<file path="config.mk">
export PLATFORM = sky130hd
export DESIGN_NAME = axis_beat_fifo
export DESIGN_NICKNAME = d
export VERILOG_FILES = /design/src/rtl/dsp_sys_arr_pkg.sv /design/src/rtl/axis_proto_chk.sv /design/src/rtl/axis_beat_fifo.sv
export SDC_FILE = /design/constraint.sdc
export NUM_CORES = 1
export LEC_CHECK = 0
export CELL_PAD_IN_SITES_DETAIL_PLACEMENT = 0
export CELL_PAD_IN_SITES_GLOBAL_PLACEMENT = 2
export CORE_MARGIN = 5
export CORE_UTILIZATION = 40
export DETAILED_ROUTE_END_ITERATION = 12
export GPL_TIMING_DRIVEN = 0
export PLACE_DENSITY = 0.78
export SYNTH_ARGS = -nofsm -noshare
export SYNTH_HDL_FRONTEND = slang
export SYNTH_SLANG_ARGS = --single-unit
</file>
<file path="constraint.sdc">
create_clock -name clk -period 2.8 [get_ports clk]
set_input_delay 0.7 -clock clk [delete_from_list [all_inputs] [get_ports clk]]
set_output_delay 0.7 -clock clk [all_outputs]
set_load 0.02 [all_outputs]
</file>
<file path="src/rtl/dsp_sys_arr_pkg.sv">
// Shared types and defaults for the DSP systolic-array front end.
// Provides the stream word type and FIFO sizing helpers.
package dsp_sys_arr_pkg;

  localparam int WORD_W              = 16;
  localparam int DEFAULT_FIFO_DEPTH  = 4;
  localparam int DEFAULT_FRAME_BEATS = 8;

  typedef logic [WORD_W-1:0] word_t;

  // Occupancy needs one extra bit so that "full" (== depth) is representable.
  function automatic int fifo_level_w(input int depth);
    return $clog2(depth) + 1;
  endfunction

  typedef logic [fifo_level_w(DEFAULT_FIFO_DEPTH)-1:0] fifo_level_t;

endpackage

</file>
<file path="src/rtl/axis_proto_chk.sv">
// Upstream AXI-stream rule checker: once a beat is stalled, valid and data must hold.
// Instantiated by axis_beat_fifo only when AXIS_PROTO_CHECK_EN is defined.
module axis_proto_chk
  import dsp_sys_arr_pkg::*;
#(
  parameter int BW = 2
) (
  input  logic           clk,
  input  logic           rst,
  input  logic           in_valid,
  input  logic           in_ready,
  input  word_t [BW-1:0] in_stream,
  output logic           err
);

  logic           r_stall;
  word_t [BW-1:0] r_stream;
  logic           r_err;
  logic           w_viol;

  assign w_viol = r_stall && (!in_valid || (in_stream != r_stream));
  assign err    = r_err;

  // Remember last cycle's stall and data; the error flag is sticky until reset.
  always_ff @(posedge clk or posedge rst) begin
    if (rst) begin
      r_stall  <= 1'b0;
      r_stream <= '0;
      r_err    <= 1'b0;
    end else begin
      r_stall  <= in_valid && !in_ready;
      r_stream <= in_stream;
      r_err    <= r_err || w_viol;
    end
  end

endmodule

</file>
<file path="src/rtl/axis_beat_fifo.sv">
// In-order AXI-stream beat buffer with per-frame done pulse on the output side.
// Define AXIS_PROTO_CHECK_EN to compile in the upstream protocol checker driving err.
module axis_beat_fifo
  import dsp_sys_arr_pkg::*;
#(
  parameter int BW          = 2,
  parameter int DEPTH       = DEFAULT_FIFO_DEPTH,
  parameter int FRAME_BEATS = DEFAULT_FRAME_BEATS
) (
  input  logic                           clk,
  input  logic                           rst,
  input  logic                           in_valid,
  output logic                           in_ready,
  input  word_t [BW-1:0]                 in_stream,
  output logic                           out_valid,
  input  logic                           out_ready,
  output word_t [BW-1:0]                 out_stream,
  output logic                           done,
  output logic                           err,
  output logic [fifo_level_w(DEPTH)-1:0] level
);

  localparam int AW  = $clog2(DEPTH);
  localparam int BCW = (FRAME_BEATS > 1) ? $clog2(FRAME_BEATS) : 1;

  localparam logic [AW:0]    LVL_FULL  = (AW+1)'(DEPTH);
  localparam logic [AW:0]    LVL_ONE   = (AW+1)'(1);
  localparam logic [AW-1:0]  PTR_ONE   = AW'(1);
  localparam logic [BCW-1:0] BEAT_LAST = BCW'(FRAME_BEATS - 1);
  localparam logic [BCW-1:0] BEAT_ONE  = BCW'(1);

  word_t [BW-1:0] r_mem [DEPTH];
  logic [AW-1:0]  r_wr_ptr;
  logic [AW-1:0]  r_rd_ptr;
  logic [AW:0]    r_level;
  logic [BCW-1:0] r_beat;
  logic           r_done;
  logic           w_push;
  logic           w_pop;
  logic           w_err;

  // Ready/valid depend only on registered occupancy, so a pop never frees space same-cycle.
  assign in_ready  = (r_level != LVL_FULL);
  assign out_valid = (r_level != '0);
  assign w_push    = in_valid && in_ready;
  assign w_pop     = out_valid && out_ready;
  assign level     = r_level;
  assign done      = r_done;
  assign err       = w_err;

  always_comb begin
    out_stream = '0;
    if (out_valid) begin
      out_stream = r_mem[r_rd_ptr];
    end else begin
      out_stream = '0;
    end
  end

  // Beat storage carries no reset; occupancy alone decides what is valid.
  always_ff @(posedge clk) begin
    if (w_push) begin
      r_mem[r_wr_ptr] <= in_stream;
    end
  end

  always_ff @(posedge clk or posedge rst) begin
    if (rst) begin
      r_wr_ptr <= '0;
      r_rd_ptr <= '0;
      r_level  <= '0;
      r_beat   <= '0;
      r_done   <= 1'b0;
    end else begin
      if (w_push) begin
        r_wr_ptr <= r_wr_ptr + PTR_ONE;
      end
      if (w_pop) begin
        r_rd_ptr <= r_rd_ptr + PTR_ONE;
      end
      case ({w_push, w_pop})
        2'b10:   r_level <= r_level + LVL_ONE;
        2'b01:   r_level <= r_level - LVL_ONE;
        default: r_level <= r_level;
      endcase
      if (w_pop) begin
        if (r_beat == BEAT_LAST) begin
          r_beat <= '0;
        end else begin
          r_beat <= r_beat + BEAT_ONE;
        end
      end
      r_done <= w_pop && (r_beat == BEAT_LAST);
    end
  end

`ifdef AXIS_PROTO_CHECK_EN
  axis_proto_chk #(
    .BW(BW)
  ) u_proto_chk (
    .clk      (clk),
    .rst      (rst),
    .in_valid (in_valid),
    .in_ready (in_ready),
    .in_stream(in_stream),
    .err      (w_err)
  );
`else
  assign w_err = 1'b0;
`endif

endmodule

</file>
==> metrics.csv <==
stage,metric,value,unit
outcome,status,finished clean,
clock_network,CTS root buffer,clkbuf_16,
setup_path,Reg-to-Reg Start,level[0],
floorplan,placeable core area,0.01335,mm²
cells_and_area,area of the multi-input gates,0.001230,mm²
cells_and_area,number of fill cells,1092,
power_and_ir_drop,worst vdd ir,586.4,µV
power_and_ir_drop,Pwr Total,8101,µW
power_and_ir_drop,switching share of total power,0.3093,
min_path,Worst Hold Class,reg2reg,
power_and_ir_drop,Comb pwr share,0.369,
clock_network,htree depth,4,
clock_network,CTS buffer count,17,
setup_path,Worst setup EP type,primary output,
global_routing,gr ovfl total,0,
synthesis,synthesized area,0.005493,mm²
cells_and_area,area delta synth->final,27.43,%
cells_and_area,layout cells sized above 1,0.3052,
setup_path,FF-to-FF End,level[2],
cells_and_area,NumNets Final,398,
placed_design,Port Buf Inserts,73,
placed_design,HPWL Detailed,5880,µm
sta,crit path time final,2.728,ns
cells_and_area,post-route cell area,0.006999,mm²
sta,Worst-Margin Slew,0.9025,ns
synthesis,Syn Nets,300,
sta,# setup viols final,0,
routing,wire per inst,18.00,µm
routing,vias per std cell,4.797,
setup_path,CP peak stage delay,0.47,ns
power_and_ir_drop,Power per Cell Area,1157,mW/mm²
setup_path,Crit-path slowest cell,mux4_2,
floorplan,Rows,42,
sta,clk_skew,0.005238,ns
cells_and_area,ant diodes,0,
sta,FMAX,366.6,MHz
clock_network,Skew-Pair Late Insertion Delay,0.41,ns
floorplan,initial core utilization,0.4115,
setup_path,Worst Path Max Fanout,7,
synthesis,number of synthesized flops with an enable pin,128,
sta,Hold WS,0.5142,ns
run,max_cap viols,0,
setup_path,R2R cell count,9,
min_path,hold path cells,1,
setup_path,startpoint type of the worst setup path,flip-flop,
power_and_ir_drop,Sw Pwr,2506,µW
min_path,hold endpoint,r_beat[1],
sta,worst rel slew slack,0.3984,
routing,initial DRC count,170,
placed_design,placed instance area,0.006444,mm²
setup_path,critical path cell sequence,buf_8 > buf_4 > mux4_2 > and2_1 > dlygate4sd2_1,
clock_network,TritonCTS clock tree,yes,
sta,Final Max Slew Viols,0,
min_path,hold path startpoint,r_beat[1],
clock_network,cts hold-fix bufs,0,
synthesis,post-synthesis cell count,256,
setup_path,flop-to-flop setup slack,0.60,ns
power_and_ir_drop,clock group share of total power,0.271,
global_routing,initial antenna violation count,0,
routing,first-pass iteration count of the detailed router,4,
power_and_ir_drop,Pleak,0.002477,µW
clock_network,Clock Pin Slew Worst Setup and Hold Paths,0.05,ns
cells_and_area,sequential cell area,0.004120,mm²
synthesis,post-synthesis register bit count,139,
global_routing,vias in the first global route,2858,
setup_path,Top delay family on crit path,buffers and inverters,
synthesis,register area share after synthesis,0.7499,
routing,DRC Markers,0,
setup_path,Worst EP arrival,2.03,ns
routing,antenna-violating nets left,0,
floorplan,Die ar.,0.01618,mm²
global_routing,gr usage total,0.1308,
global_routing,first-pass GRT wire length,15550,µm
clock_network,clock sinks,139,
global_routing,largest net degree at the start of global routing,33,
power_and_ir_drop,Seq pwr share,0.360,
synthesis,asr flop ratio synth,0.07914,
synthesis,synthesized area per cell,21.46,µm²
synthesis,Synth warnings,0,
power_and_ir_drop,internal power,5595,µW
placed_design,GPL Wtd Cong,0.6643,
floorplan,die extent in x,127.2,µm
floorplan,I/O pin cnt,75,
routing,final wirelength,9776,µm
sta,Tcrit/Tclk final,0.9743,
clock_network,Clock Path Buffers,2,
setup_path,Worst Path Buf+Inv,3,
synthesis,commonest register cell after synthesis,edfxtp_1,
floorplan,Die Ht,127.2,µm
setup_path,critical path class,reg2out,
routing,Vias,2605,
setup_path,WP data required,2.10,ns
synthesis,Synth cell types,26,
sta,hold violation total from the final report,0,
[Yosys cell counts (all sizes together), types with 2 or more instances]
master / number / area share
and2: 33 / 0.038
and3: 5 / 0.0066
buf: 9 / 0.018
clkbuf: 4 / 0.0027
dfrtp: 11 / 0.050
edfxtp: 128 / 0.70
ha: 7 / 0.016
inv: 8 / 0.0055
mux2: 4 / 0.0089
mux4: 32 / 0.13
nor2: 2 / 0.0014
xnor2: 4 / 0.0064
xor2: 2 / 0.0032
[sequential cells by signal, indices dropped and copies added (netlist names)]
| name | flops |
|---|---|
| r_beat | 3 |
| r_rd_ptr | 2 |
| r_wr_ptr | 2 |
| level | 3 |
| done | 1 |
| r_mem | 128 |
[how the worst max path moves through the flow]
| stage | endpoint | depth (start not counted) | slack [ns] | start |
|---|---|---|---|---|
| 2_1_floorplan | level[2] | 9 | 0.57 | level[0] |
| 3_3_place_gp | out_stream[20] | 5 | 0.02 | level[0] |
| 3_5_place_dp | out_stream[15] | 5 | 0.06 | r_rd_ptr[1] |
| 4_1_cts | out_stream[24] | 5 | 0.001 | r_rd_ptr[0] |
| 5_1_grt | out_stream[1] | 5 | -0.005 | r_rd_ptr[0] |
| 6_report | out_stream[1] | 5 | 0.07 | r_rd_ptr[0] |
[placed cells by master (no fill, tap or decap), drive strengths merged]
cell and instances:
clkdlybuf4s15 8, nand3 1, edfxtp 128, mux2 4
dlygate4sd2 4, dfrtp 11, xor2 2, clkbuf 42
or3b 1, mux2i 1, inv 8, bufinv 3
clkdlybuf4s50 40, conb 1, clkinvlp 1, fa 1
nand2 1, buf 17, and2 33, ha 7
or3 1, xnor2 4, clkinv 9, nor2 2
and3 5, mux4 32
[routing by layer]
metal	track usage	part of all wire
met1	0.1624	0.44
met2	0.2098	0.49
met3	0.04215	0.052
met4	0.06057	0.020
met5	0	0
[cell type report]
type,instances,share of cell area
Tap cell,176,0.03146
Timing Repair Buffer,80,0.09617
Clock buffer,19,0.06185
Clock inverter,13,0.02163
Buffer,12,0.02020
Inverter,8,0.004290
Sequential cell,139,0.5887
Multi-Input combinational cell,96,0.1757
[per-stage QoR]
stage                     utilization  instances  setup slack (ns)    TNS, ns
after floorplan                     -        256            0.5729          0
after global placement         0.4828        505           0.01988          0
after detailed placement       0.4828        505           0.06082          0
after CTS                      0.5276        537          0.001311          0
after global routing           0.5244        543         -0.005401  -0.005401
final                          0.5244        543           0.07198          0
[cells by family after synthesis]
kind of cell  Yosys count  share of synthesized area
buf+inv                21                    0.02620
other cells             1                  0.0006827
mux                    37                     0.1419
simple gates           44                    0.05216
flops                 139                     0.7499
fa+ha+maj               8                    0.01959
xor+xnor                6                   0.009567
[repair_timing]
item | CTS | global route
setup buffers | 1 | 6
setup endpoints to repair | 33 | 29
gates resized for setup | 61 | 36
[power by group through the flow]
| stage | registers [µW] | clock network (µW) | logic [µW] |
|---|---|---|---|
| global route | 2960 | 2330 | 3250 |
| CTS | 2930 | 2240 | 3090 |
| finish | 2920 | 2190 | 2990 |
| floorplan | 2930 | 0 | 2010 |
| detailed placement | 2940 | 0 | 3280 |
| global placement | 2920 | 0 | 3280 |
Power figures use the tool's default switching activity.
